$ cat src/rtl/fp_mul_unit.sv
// Iterative 32x32 shift-add multiplier, one multiplier bit per clock, LSB first.
// Signed mode multiplies magnitudes and negates the 64-bit result when the operand signs differ.
module fp_mul_unit (
    input  logic        clk,
    input  logic        reset,
    input  logic        start,
    input  logic        isSigned,
    input  logic [31:0] opA,
    input  logic [31:0] opB,
    output logic        busy,
    output logic        done,
    output logic [31:0] prodHi,
    output logic [31:0] prodLo
);

    localparam logic [1:0] S_IDLE = 2'd0;
    localparam logic [1:0] S_RUN  = 2'd1;
    localparam logic [1:0] S_DONE = 2'd2;

    logic [1:0]  state_q, state_d;
    logic [4:0]  cnt_q, cnt_d;
    logic [31:0] mcand_q, mcand_d;
    logic [63:0] acc_q, acc_d;
    logic        neg_q, neg_d;
    logic [63:0] prod_q, prod_d;
    logic        busy_q, busy_d;
    logic        done_q, done_d;
    logic [32:0] step_sum_s;
    logic [63:0] step_acc_s;

    // Magnitude of an operand; 0x80000000 maps onto itself, which is the correct unsigned magnitude.
    function automatic logic [31:0] mag32(input logic [31:0] v, input logic sgn);
        if (sgn && v[31]) begin
            mag32 = ~v + 32'd1;
        end else begin
            mag32 = v;
        end
    endfunction

    // Next-state, datapath step and product load.
    always_comb begin
        state_d    = state_q;
        cnt_d      = cnt_q;
        mcand_d    = mcand_q;
        acc_d      = acc_q;
        neg_d      = neg_q;
        prod_d     = prod_q;
        // acc holds {partial high, remaining multiplier bits}; add on LSB, then shift right.
        step_sum_s = {1'b0, acc_q[63:32]} + (acc_q[0] ? {1'b0, mcand_q} : 33'd0);
        step_acc_s = {step_sum_s, acc_q[31:1]};
        case (state_q)
            S_IDLE, S_DONE: begin
                if (start) begin
                    mcand_d = mag32(opA, isSigned);
                    acc_d   = {32'd0, mag32(opB, isSigned)};
                    neg_d   = isSigned & (opA[31] ^ opB[31]);
                    cnt_d   = 5'd0;
                    state_d = S_RUN;
                end else begin
                    state_d = S_IDLE;
                end
            end
            S_RUN: begin
                acc_d = step_acc_s;
                cnt_d = cnt_q + 5'd1;
                if (cnt_q == 5'd31) begin
                    state_d = S_DONE;
                    prod_d  = neg_q ? (~step_acc_s + 64'd1) : step_acc_s;
                end else begin
                    state_d = S_RUN;
                end
            end
            default: begin
                state_d = S_IDLE;
            end
        endcase
        busy_d = (state_d == S_RUN);
        done_d = (state_d == S_DONE);
    end

    // State and datapath registers with asynchronous clear.
    always_ff @(posedge clk or posedge reset) begin
        if (reset) begin
            state_q <= S_IDLE;
            cnt_q   <= 5'd0;
            mcand_q <= 32'd0;
            acc_q   <= 64'd0;
            neg_q   <= 1'b0;
            prod_q  <= 64'd0;
            busy_q  <= 1'b0;
            done_q  <= 1'b0;
        end else begin
            state_q <= state_d;
            cnt_q   <= cnt_d;
            mcand_q <= mcand_d;
            acc_q   <= acc_d;
            neg_q   <= neg_d;
            prod_q  <= prod_d;
            busy_q  <= busy_d;
            done_q  <= done_d;
        end
    end

    assign busy   = busy_q;
    assign done   = done_q;
    assign prodHi = prod_q[63:32];
    assign prodLo = prod_q[31:0];

endmodule

$ cat config.mk
export PLATFORM = sky130hd
export DESIGN_NAME = fp_mul_unit
export DESIGN_NICKNAME = d
export VERILOG_FILES = /design/src/rtl/fp_mul_unit.sv
export SDC_FILE = /design/constraint.sdc
export NUM_CORES = 1
export LEC_CHECK = 0
export BUFFER_PORTS_ARGS = -buffer_cell sky130_fd_sc_hd__buf_2
export CAP_MARGIN = 30
export CORE_UTILIZATION = 38
export DETAILED_ROUTE_END_ITERATION = 7
export PLACE_DENSITY_LB_ADDON = 0.05
export SLEW_MARGIN = 20
export SYNTH_ARGS = -nofsm -noshare
export SYNTH_HDL_FRONTEND = slang
export SYNTH_SLANG_ARGS = --single-unit
$ cat constraint.sdc
create_clock -name clk -period 5.53 [get_ports clk]
set_input_delay 0.2765 -clock clk [delete_from_list [all_inputs] [get_ports clk]]
set_output_delay 0.2765 -clock clk [all_outputs]
set_load 0.01 [all_outputs]
# After elaboration in Yosys (flattened, before gate mapping)

Index checks and enable logic that the tools add are counted.

Bitwise logic cells: 5
Reduce and logical (&&, ||, !) cells: 8
Eq/ne operators: 6
Add/subtract/negate cells: 5
Multiplexer cells: 11

Operators with widths:

| operator                | number |
|---|---|
| $mux W64                | 2 |
| $pmux W64 S2            | 1 |
| $mux W32                | 3 |
| $add A32 B1 Y32 const B | 2 |
| $add A64 B1 Y64 const B | 1 |
| $not A32 Y32            | 2 |
| $not A64 Y64            | 1 |
| $add A32 B32 Y33        | 1 |
| $pmux W5 S2             | 1 |
| $reduce_and A2 Y1       | 3 |
| $add A5 B1 Y5 const B   | 1 |
| $eq A5 B5 Y1 const B    | 1 |
| $mux W5                 | 1 |
| $eq A2 B1 Y1 const B    | 2 |
| $eq A2 B2 Y1 const B    | 2 |
| $pmux W2 S2             | 1 |
| $logic_and A1 B1 Y1     | 2 |
| $logic_not A2 Y1        | 1 |
| $mux W2                 | 1 |
| $ne A2 B2 Y1 const B    | 1 |
| $reduce_bool A2 Y1      | 1 |
| $reduce_or A2 Y1        | 1 |
| $and A1 B1 Y1           | 1 |
| $mux W1                 | 1 |
| $xor A1 B1 Y1           | 1 |

Output and inout port bits: 66
Word-level logic and storage cells: 43
Bits of input ports: 68
Flip-flop bits (word level): 170

# Logic depth before layout (Yosys ltp)

Depth after elaboration: 5
Depth in mapped cells: 15
Mapped depth without buffers: 13

# Least setup slack after synthesis

OpenSTA, ideal clock, no wires.

Kind: flip-flop to flip-flop
Start: register acc_q[0]
End: register prod_q[63]
Library setup time: 128 ps
Buffers on the path: 1
Arrival: 3,978 ps
Data required time: 5,402 ps
Period minus slack after synthesis: 4,106 ps
Stages on the path, launching flop included: 15
Slack: 1,424 ps
Cells stage by stage: dfrtp_1 clkbuf_1 and2_1 ha_1 fa_1 a21o_1 a221oi_2 o21ai_0 o311ai_2 o2111ai_1 or4_4 nand4bb_4 nor4_1 mux2i_1 nand2_1

Longest elaborated chain between the ends: 5

Ends and longest elaborated chain:

| what                   | line | RTL |
|---|---|---|
| from (decl)            | 23   | `logic [63:0] acc_q, acc_d;` |
| from (signal assigned) | 87   | `acc_q <= 64'd0;` |
| from (signal assigned) | 96   | `acc_q <= acc_d;` |
| $mux W32 (*)           | 49   | `step_sum_s = {1'b0, acc_q[63:32]} + (acc_q[0] ? {1'b0, mcand_q} : 33'd0);` |
| $add A32 B32 Y33 (*)   | 49   |  |
| $not A64 Y64           | 68   | `prod_d = neg_q ? (~step_acc_s + 64'd1) : step_acc_s;` |
| $add A64 B1 Y64        | 68   |  |
| $mux W64 (*)           | 68   |  |
| to (signal assigned)   | 98   | `prod_q <= prod_d;` |
| to (decl)              | 25   | `logic [63:0] prod_q, prod_d;` |

Every way passes the cells marked *; elsewhere a longest branch is shown, timed or not.
A chain may end at the register's enable or synchronous reset.

# Worst setup path in the final report

Start: register acc_q[0]
End: register prod_q[58]

The elaborated chain is that of the path after synthesis.

==> flow_metrics.tcl <==
set metrics [dict create \
    status "complete, no violations" \
    die_x_um 172 \
    intPower_w 0.00415 \
    grt_pass1_vias 8632 \
    core_um2 28100 \
    via_per_inst 5.45 \
    cts_buffer_depth 2 \
    start_util 0.392 \
    slew_viol_final 0 \
    tns_ps 0 \
    synth_top_area_frac 0.387 \
    seqPwrFrac 0.301 \
    synth_top_flop_cell "dfrtp_1" \
    reg2reg_from "acc_q[0]$_DFFE_PP0P_" \
    worst-r2r-setup-slack_ps 990 \
    clkSinkCount 170 \
    dpl.hpwl_um 23000 \
    end_kind "flip-flop" \
    async_flop_share 1.00 \
    finalWorstSetupSlack_ps 988 \
    die_area_um2 29600 \
    switching_power_w 0.00357 \
    seq_area_frac_synth 0.387 \
    cp.required_ps 5840 \
    grt_overflow 0 \
    worst_slew_pin_slew_ps 886 \
    root_buffer "clkbuf_16" \
    rsz0062_at_grt "no" \
    whs_endpoint "mcand_q[31]$_DFFE_PP0P_" \
    hold_path_class "input pin to flip-flop" \
    drv_cap 0 \
    drive_above_1_share 0.151 \
    num-nets-final 1459 \
    placed_cell_area_um2 12000 \
    synth.most_common_cell "o21ai_0" \
    finalHoldViolCount 0 \
    ant_nets 0 \
    p_per_area_nw_per_um2 610 \
    yosys-top-cells-area "dfrtp_1 39%, o21ai_0 9.0%, xor2_1 7.6%, nand2_1 5.8%, ha_1 4.2%" \
    power_w 0.00771 \
    port_buffers 133 \
    cts_tree "built" \
    synth.distinct_cells 70 \
    firstDrtPassIters 5 \
    synth-edff-count 0 \
    reg2reg_to "prod_q[58]$_DFFE_PP0P_" \
    rr_worst_depth 14 \
    fmax_ghz 0.220 \
    synth.ff_latch_count 170 \
    rows 61 \
    fin_skew_ps 22.6 \
    pwr-share-clk 0.163 \
    dr.first_iter.drc_count 670 \
    grt_max_degree 97 \
    setup.worst_path.class "flip-flop to flip-flop" \
    ir_worst_vdd_mv 0.260 \
    synthCells 1255 \
    slew_headroom 0.401 \
    yosysTopAreaCell "dfrtp_1" \
    avgSynthCellArea_um2 8.76 \
    synth_area_um2 11000 \
    routedWlPerCell_um 17.5 \
    route.detailed.drc 0 \
    cp-start-kind "flip-flop" \
    clock_latency_ps 450 \
    yosys_warnings 0 \
    min_from "opA[31]" \
    finalCritPeriodShare 0.821 \
    period_minus_slack_ps 4540 \
    final_area_um2 12700 \
    p_comb_frac 0.536 \
    grtUsageTotal 0.213 \
    wirelength_um 30600 \
    antenna_found_initial 0 \
    leakage_nw 5.54 \
    place.gp.congestion 0.897 \
    grt_pass1_wl_um 48700 \
    die_h_um 172 \
    synth_common_cells "197 x o21ai_0, 170 x dfrtp_1, 169 x nand2_1, 95 x xor2_1, 65 x clkbuf_1" \
    syn_nets 1361 \
    htree_levels 4 \
    via_count 9503 \
    ios 134 \
    area_growth_pct 15.1 \
    post_cts_buffers 0 \
    clk_pin_slew_worst_paths_ps 70 \
    dp_slack_ps 1010 \
    switching_share 0.462 \
    cts_buffers 17 \
    finalSetupViolCount 0 \
    worstPathArrival_ps 4850 \
    cp_max_fo 8 \
    whs_path_depth 3 \
]
final cells by class:
cell class,count,area (um2)
fill,2893,15400
multi-input combinational,993,6420
sequential,170,4260
timing repair buffer,147,791
tap,378,473
clock buffer,18,439
clock inverter,14,175
inverter,24,95.1
antenna,1,2.50
placed cells by master (no fill, tap or decap), types with 11 or more instances in the layout:
cell       instances
nor4_1            15
inv_1             23
ha_1              37
o21ai_0          197
and2_1            40
nor2_1            48
xnor2_1           47
a21oi_1           51
o31ai_1           29
dfrtp_1          169
nand2b_1          13
nand2_1          168
a22oi_1           32
buf_2            134
xor2_1            95
or4_1             15
nor3_1            17
a22o_1            25
clkbuf_16         17
nand3_1           14
o41ai_1           19
buf_4             11
power by group through the flow:
| stage | Clock (W) | Sequential (W) | Combinational [W] |
|---|---|---|---|
| 6_report | 0.00126 | 0.00232 | 0.00413 |
| 5_1_grt | 0.00133 | 0.00241 | 0.00465 |
| 4_1_cts | 0.00129 | 0.00232 | 0.00414 |
| 3_5_place_dp | 0 | 0.00234 | 0.00414 |
| 3_3_place_gp | 0 | 0.00237 | 0.00408 |
| 2_1_floorplan | 0 | 0.00226 | 0.00296 |
state kept, by name (all words and copies together) (netlist names):
| name | count |
|---|---|
| acc_q | 64 |
| busy | 1 |
| cnt_q | 5 |
| done | 1 |
| mcand_q | 32 |
| neg_q | 1 |
| prod_q | 64 |
| state_q | 2 |
routing by layer:
layer | GRT usage | wire length, um
met3 | 0.0279 | 1420
met1 | 0.341 | 16500
met2 | 0.293 | 12300
met4 | 0.0535 | 319
met5 | 0 | 0
worst max-delay path: stages, from the launching register on:
cell and delay [ps]:
dfrtp_1 430, and2_1 160, ha_1 220, fa_1 420, a21o_1 210, a221oi_2 520
o21ai_0 270, o311ai_2 450, o2111ai_1 250, or3_1 410, nand4bb_1 310, buf_4 240
o31ai_1 280, xor2_1 170, o21ai_0 80
timing repair:
| item | 4_1_cts | 5_1_grt |
|---|---|---|
| endpoints found under the setup margin | 0 | 0 |
| endpoints found under the hold margin | 67 | 0 |
| hold buffers | 1 | 0 |
| resized for setup | 0 | 0 |
metrics by stage:
stage	hold WS (ps)	util	instances
floorplan	405	-	1255
global placement	419	0.427	1709
detailed placement	423	0.428	1710
CTS	109	0.450	1743
global route	113	0.450	1744
finish	118	0.450	1745
cells by family after synthesis:
family	count (synthesis)	synth area share
AOI/OAI and AO/OA	417	0.241
adders and majority gates	38	0.0439
xor gates and xnor gates	142	0.113
buffers and inverters	92	0.0315
DFF	170	0.387
muxes	3	0.00284
and+or+nand+nor	393	0.180
how the worst max path moves through the flow:
stage	from	to	slack, ps	cells after the start
6_report	acc_q[0]$_DFFE_PP0P_	prod_q[58]$_DFFE_PP0P_	990	14
5_1_grt	acc_q[0]$_DFFE_PP0P_	prod_q[62]$_DFFE_PP0P_	640	13
4_1_cts	acc_q[0]$_DFFE_PP0P_	prod_q[58]$_DFFE_PP0P_	1000	14
3_5_place_dp	acc_q[0]$_DFFE_PP0P_	prod_q[58]$_DFFE_PP0P_	1010	14
3_3_place_gp	acc_q[0]$_DFFE_PP0P_	prod_q[63]$_DFFE_PP0P_	1070	13
2_1_floorplan	reset	acc_q[0]$_DFFE_PP0P_	650	1
No activity file was read; power rests on OpenSTA's default activity.
